[src/rtl/rr_arb_pkg.sv]
// Shared types, default parameters and width helper for the round-robin
// register write arbiter.
package rr_arb_pkg;

    typedef enum logic {
        IDLE  = 1'b0,
        GRANT = 1'b1
    } arb_state_e;

    localparam int DEF_NUM_REQ  = 4;
    localparam int DEF_DATA_W   = 8;
    localparam int DEF_MAX_HOLD = 4;

    // Bits needed to hold an index in [0, n-1]; never returns less than 1.
    function automatic int idx_w(input int n);
        return (n <= 2) ? 1 : $clog2(n);
    endfunction

endpackage : rr_arb_pkg

[src/rtl/rr_reg_write_arbiter_pick.sv]
// Combinational circular priority picker: first set request at or after ptr,
// wrapping from NUM_REQ-1 back to 0.
module rr_pick
    import rr_arb_pkg::*;
#(
    parameter int NUM_REQ = DEF_NUM_REQ,
    parameter int IDX_W   = idx_w(NUM_REQ)
) (
    input  logic [NUM_REQ-1:0] req,
    input  logic [IDX_W-1:0]   ptr,
    output logic [NUM_REQ-1:0] onehot,
    output logic [IDX_W-1:0]   idx,
    output logic               any
);

    // Conditional subtract instead of modulo keeps non-power-of-two NUM_REQ
    // in range without building a divider.
    function automatic int wrap_add(input int base, input int off);
        int sum;
        sum = base + off;
        return (sum >= NUM_REQ) ? sum - NUM_REQ : sum;
    endfunction

    always_comb begin
        onehot = '0;
        idx    = '0;
        any    = 1'b0;
        for (int off = 0; off < NUM_REQ; off++) begin
            if (!any && req[wrap_add(int'(ptr), off)]) begin
                any                             = 1'b1;
                idx                             = IDX_W'(wrap_add(int'(ptr), off));
                onehot[wrap_add(int'(ptr), off)] = 1'b1;
            end
        end
    end

endmodule : rr_pick

[src/rtl/rr_reg_write_arbiter.sv]
// Round-robin arbiter sharing one DATA_W-bit register between NUM_REQ
// requesters, with an optional lock bounded by MAX_HOLD back-to-back writes.
module rr_reg_write_arbiter
    import rr_arb_pkg::*;
#(
    parameter int NUM_REQ  = DEF_NUM_REQ,
    parameter int DATA_W   = DEF_DATA_W,
    parameter int MAX_HOLD = DEF_MAX_HOLD
) (
    input  logic                        clk,
    input  logic                        rst_n,
    input  logic [NUM_REQ-1:0]          req,
    input  logic [NUM_REQ-1:0]          lock,
    input  logic [NUM_REQ*DATA_W-1:0]   wdata,
    output logic [NUM_REQ-1:0]          gnt,
    output logic [DATA_W-1:0]           q,
    output logic [idx_w(NUM_REQ)-1:0]   q_owner,
    output logic                        wr_strobe,
    output logic                        busy
);

    localparam int IDX_W  = idx_w(NUM_REQ);
    localparam int HOLD_W = idx_w(MAX_HOLD);
    localparam logic [HOLD_W-1:0] HOLD_LAST = HOLD_W'(MAX_HOLD - 1);
    localparam logic [IDX_W-1:0]  IDX_LAST  = IDX_W'(NUM_REQ - 1);

    arb_state_e           state_q,     state_d;
    logic [IDX_W-1:0]     ptr_q,       ptr_d;
    logic [IDX_W-1:0]     owner_q,     owner_d;
    logic [HOLD_W-1:0]    hold_cnt_q,  hold_cnt_d;
    logic [NUM_REQ-1:0]   gnt_q,       gnt_d;
    logic [DATA_W-1:0]    q_q,         q_d;
    logic [IDX_W-1:0]     q_owner_q,   q_owner_d;
    logic                 wr_strobe_q, wr_strobe_d;
    logic                 busy_q,      busy_d;

    logic [NUM_REQ-1:0]   pick_onehot;
    logic [IDX_W-1:0]     pick_idx;
    logic                 pick_any;
    logic [IDX_W-1:0]     owner_next;

    rr_pick #(
        .NUM_REQ (NUM_REQ),
        .IDX_W   (IDX_W)
    ) u_pick (
        .req     (req),
        .ptr     (ptr_q),
        .onehot  (pick_onehot),
        .idx     (pick_idx),
        .any     (pick_any)
    );

    assign owner_next = (owner_q == IDX_LAST) ? '0 : owner_q + IDX_W'(1);

    always_comb begin
        state_d     = state_q;
        ptr_d       = ptr_q;
        owner_d     = owner_q;
        hold_cnt_d  = hold_cnt_q;
        gnt_d       = gnt_q;
        q_d         = q_q;
        q_owner_d   = q_owner_q;
        wr_strobe_d = 1'b0;

        case (state_q)
            IDLE: begin
                if (pick_any) begin
                    state_d    = GRANT;
                    gnt_d      = pick_onehot;
                    owner_d    = pick_idx;
                    hold_cnt_d = '0;
                end else begin
                    gnt_d = '0;
                end
            end
            GRANT: begin
                if (!req[owner_q]) begin
                    state_d = IDLE;
                    gnt_d   = '0;
                    ptr_d   = owner_next;
                end else begin
                    q_d         = wdata[int'(owner_q)*DATA_W +: DATA_W];
                    q_owner_d   = owner_q;
                    wr_strobe_d = 1'b1;
                    // The lock only extends the grant while writes remain in budget.
                    if (lock[owner_q] && (hold_cnt_q < HOLD_LAST)) begin
                        hold_cnt_d = hold_cnt_q + HOLD_W'(1);
                    end else begin
                        state_d    = IDLE;
                        gnt_d      = '0;
                        ptr_d      = owner_next;
                        hold_cnt_d = '0;
                    end
                end
            end
            default: begin
                state_d = IDLE;
                gnt_d   = '0;
            end
        endcase

        busy_d = (state_d == GRANT);
    end

    always_ff @(posedge clk) begin
        if (!rst_n) begin
            state_q     <= IDLE;
            ptr_q       <= '0;
            owner_q     <= '0;
            hold_cnt_q  <= '0;
            gnt_q       <= '0;
            q_q         <= '0;
            q_owner_q   <= '0;
            wr_strobe_q <= 1'b0;
            busy_q      <= 1'b0;
        end else begin
            state_q     <= state_d;
            ptr_q       <= ptr_d;
            owner_q     <= owner_d;
            hold_cnt_q  <= hold_cnt_d;
            gnt_q       <= gnt_d;
            q_q         <= q_d;
            q_owner_q   <= q_owner_d;
            wr_strobe_q <= wr_strobe_d;
            busy_q      <= busy_d;
        end
    end

    assert property (@(posedge clk) disable iff (!rst_n) $onehot0(gnt_q))
        else $error("grant is multi-hot");

    assign gnt       = gnt_q;
    assign q         = q_q;
    assign q_owner   = q_owner_q;
    assign wr_strobe = wr_strobe_q;
    assign busy      = busy_q;

endmodule : rr_reg_write_arbiter

[config.mk]
export PLATFORM = sky130hd
export DESIGN_NAME = rr_reg_write_arbiter
export DESIGN_NICKNAME = d
export VERILOG_FILES = /design/src/rtl/rr_arb_pkg.sv /design/src/rtl/rr_reg_write_arbiter_pick.sv /design/src/rtl/rr_reg_write_arbiter.sv
export SDC_FILE = /design/constraint.sdc
export NUM_CORES = 1
export LEC_CHECK = 0
export ABC_AREA = 0
export ABC_CLOCK_PERIOD_IN_PS = 4300
export CORE_AREA = 2 2 50 76
export CTS_CLUSTER_DIAMETER = 30
export DETAILED_ROUTE_END_ITERATION = 16
export DIE_AREA = 0 0 52 78
export PLACE_DENSITY = 0.79
export SKIP_LAST_GASP = 1
export SLEW_MARGIN = 30
export SYNTH_ARGS = -nofsm -noshare
export SYNTH_HDL_FRONTEND = slang
export SYNTH_HIERARCHICAL = 1
export SYNTH_SLANG_ARGS = --single-unit
[constraint.sdc]
create_clock -name clk -period 4.3 [get_ports clk]
set_input_delay 0.86 -clock clk [delete_from_list [all_inputs] [get_ports clk]]
set_output_delay 0.86 -clock clk [all_outputs]
set_load 0.1 [all_outputs]
==> reports/metrics.yaml <==
syn_inst: 156
total_power_mw: 1.03
cts_hold_buffers: 0
critPathKind: "flip-flop to output port"
yosysSeqAreaShare_pct: 28.0
nFillCells: 268
peakVddDrop_uv: 339
maxSlewHeadroom_pct: 33.2
antenna_left: 0
layout-drive-gt1-share_pct: 10.6
clock.fmax_mhz: 360
start_util_pct: 46.9
r2r_start: "ptr_q[0]"
diodes: 0
hold_depth: 2
grt.total_usage_pct: 21.1
die_h_microns: 78
grt_pass1_wl_microns: 6760
rrSetupSlack_ns: 1.53
detail_route.wl_per_cell_microns: 16.1
synth_edf_count: 0
cp-end-kind: "output port"
finalNonFillerCells: 249
final.setup_skew_ns: 0.00603
clock_path_buffers: 2
crit_arrival_ns: 1.91
routed_wl_microns: 4020
finalSetupViolations: 0
synth_flop_cell: "dfxtp_1"
p_seq_share_pct: 29.1
tritoncts: "done"
gp_congestion: 0.871
nNetsFinal: 260
status: "complete, no violations"
hold_violations: 0
synthesis.nets: 208
dp_hpwl_microns: 3190
power_density_mw_per_mm2: 468
fin_crit_sh_pct: 64.5
vias_per_cell: 5.73
regToRegEndpoint: "gnt[1]"
io_buffers: 57
combPwrFrac_pct: 52.2
yosysWarnings: 6
ios: 58
maxCapViolations: 0
cts.sinks: 22
internal-power_uw: 579
postSynthRegisterBits: 22
p_leak_nw: 0.782
fin_crit_ns: 2.77
vias: 1428
cts_max_level: 1
grt_overflow: 0
placementRows: 26
rsz0062_at_grt: "no"
tns_ns: 0
pwr-share-clk_pct: 18.7
report.final.slew_viol_count: 0
worstPathMaxFanout: 7
first_iter_violations: 38
cts_resized: 0
root_buffer: "clkbuf_8"
regArea_sq_um: 440
grt_start_max_net_pins: 27
holdWs_ns: 0.459
slowest_delay_ns: 1.19
slowest_stage: "clkdlybuf4s50_1"
synthesis.area_sq_mm: 0.00157
dr.pass1.iters: 4
synth_area_leaders: "dfxtp_1 (28%), mux4_2 (16%), ha_1 (8.0%)"
die_w_microns: 52
clk_latency_ns: 0.26
antenna_found_initial: 0
cp_top_family: "buffers and inverters"
cp.required_ns: 3.44
startpoint_type: "flip-flop"
area_delta_synth_final_pct: 40.0
cts_setup_buffers: 0
path_clk_slew_ns: 0.08
power.switching_uw: 451
post-place-ws_ns: 1.29
worstPathCellList: "clkdlybuf4s50_1"
synth.avg_cell_area_sq_um: 10.1
holdCritStartpoint: "q[3]"
path_buf_inv: 1
netlist-cell-type-count: 38
design.core.area_sq_mm: 0.00335
rr_worst_depth: 7
grt_pass1_vias: 1461
power_switching_share_pct: 43.8
hold_class: "flip-flop to flip-flop"
dieArea_sq_mm: 0.00406
yosysTopAreaCellShare_pct: 28.0
multiInputGateArea_sq_mm: 0.00105
setup_slack_ns: 1.53
async_reset_ff_share_pct: 0
tightest_slew_ns: 0.999
cts_buffers: 3
drc: 0
synth_top_area_cell: "dfxtp_1"
dp_cells: 245
whs_endpoint: "q[3]"
## cell usage in the layout (no fill, tap or decap), types with 2 or more instances in the layout
| cell | n |
|---|---|
| a21boi_0 | 12 |
| a22oi_1 | 8 |
| a32o_1 | 5 |
| clkbuf_8 | 3 |
| clkdlybuf4s50_1 | 57 |
| dfxtp_1 | 22 |
| ha_1 | 10 |
| inv_1 | 4 |
| mux2i_1 | 6 |
| mux4_1 | 2 |
| mux4_2 | 11 |
| nand2_1 | 28 |
| nand2b_1 | 4 |
| nand3_1 | 3 |
| nor2_1 | 3 |
| nor2b_1 | 2 |
| o21ai_0 | 8 |
## stage by stage
| stage | utilization [%] | cell area [sq um] |
|---|---|---|
| 4_1_cts | 65.6 | 2200 |
| 2_1_floorplan | - | 1570 |
| 3_5_place_dp | 63.5 | 2130 |
| 6_report | 65.6 | 2200 |
| 5_1_grt | 65.6 | 2200 |
| 3_3_place_gp | 63.5 | 2130 |
## cells in the mapped netlist, drive strengths merged, types with 2 or more instances
| library cell | number |
|---|---|
| dfxtp | 22 |
| buf | 7 |
| mux2i | 6 |
| clkbuf | 3 |
| a32o | 5 |
| and3 | 2 |
| a21boi | 13 |
| nor2b | 2 |
| nor2 | 3 |
| and2 | 2 |
| nand3 | 3 |
| mux4 | 13 |
| nand2 | 28 |
| ha | 10 |
| o21ai | 8 |
| a22oi | 8 |
| nand2b | 4 |
| inv | 4 |
## cell families after synthesis
| logic type | count (synthesis) | synth area share (%) |
|---|---|---|
| and+or+nand+nor | 51 | 17.0 |
| adders and majority gates | 10 | 7.96 |
| DFF | 22 | 28.0 |
| buffers and inverters | 14 | 5.17 |
| muxes | 20 | 23.6 |
| AOI/OAI and AO/OA | 39 | 18.2 |
## power groups by stage
stage / combinational, mW / sequential, mW / clock [mW]
floorplan: 0.302 / 0.418 / 0
detailed placement: 0.537 / 0.306 / 0
finish: 0.538 / 0.299 / 0.193
global placement: 0.522 / 0.303 / 0
global route: 0.576 / 0.309 / 0.203
CTS: 0.539 / 0.301 / 0.192
## worst max-delay path by stage
stage	start	to	slack, ns	cells after the start
CTS	ptr_q[0]	gnt[1]	1.50	7
global placement	req[3]	owner_q[1]	1.39	7
finish	busy	busy	1.53	1
global route	ptr_q[0]	gnt[3]	1.29	7
floorplan	req[2]	gnt[0]	1.94	6
detailed placement	req[3]	gnt[1]	1.29	6
## state kept, by name (all words and copies together) (netlist names)
signal	cells
q	8
gnt	4
hold_cnt_q	2
owner_q	2
ptr_q	2
q_owner	2
busy	1
wr_strobe	1
## metal layers
metal  vias up  global-route usage (%)  part of all wire, %  wire length, microns
met5         -                       0                    0                     0
met4         0                    3.68                 0.10                     4
met3         2                    3.08                  6.5                   260
met2        49                    41.5                   56                  2230
met1       688                    22.7                   38                  1520
li1        689                       -                    -                     -
## final cells by class
class	count	share of cell area (%)
Clock buffer	3	1.88
Sequential cell	22	20.0
Clock inverter	1	1.37
Multi-Input combinational cell	120	47.7
Inverter	4	0.683
Tap cell	42	2.39
Timing Repair Buffer	57	25.9
## worst min-delay path, stage by stage, from the launching register on
cell      delay [ns]
dfxtp_1         0.32
nand2_1         0.05
a21boi_1        0.05
Note: power is estimated with default switching activity, not from simulation.
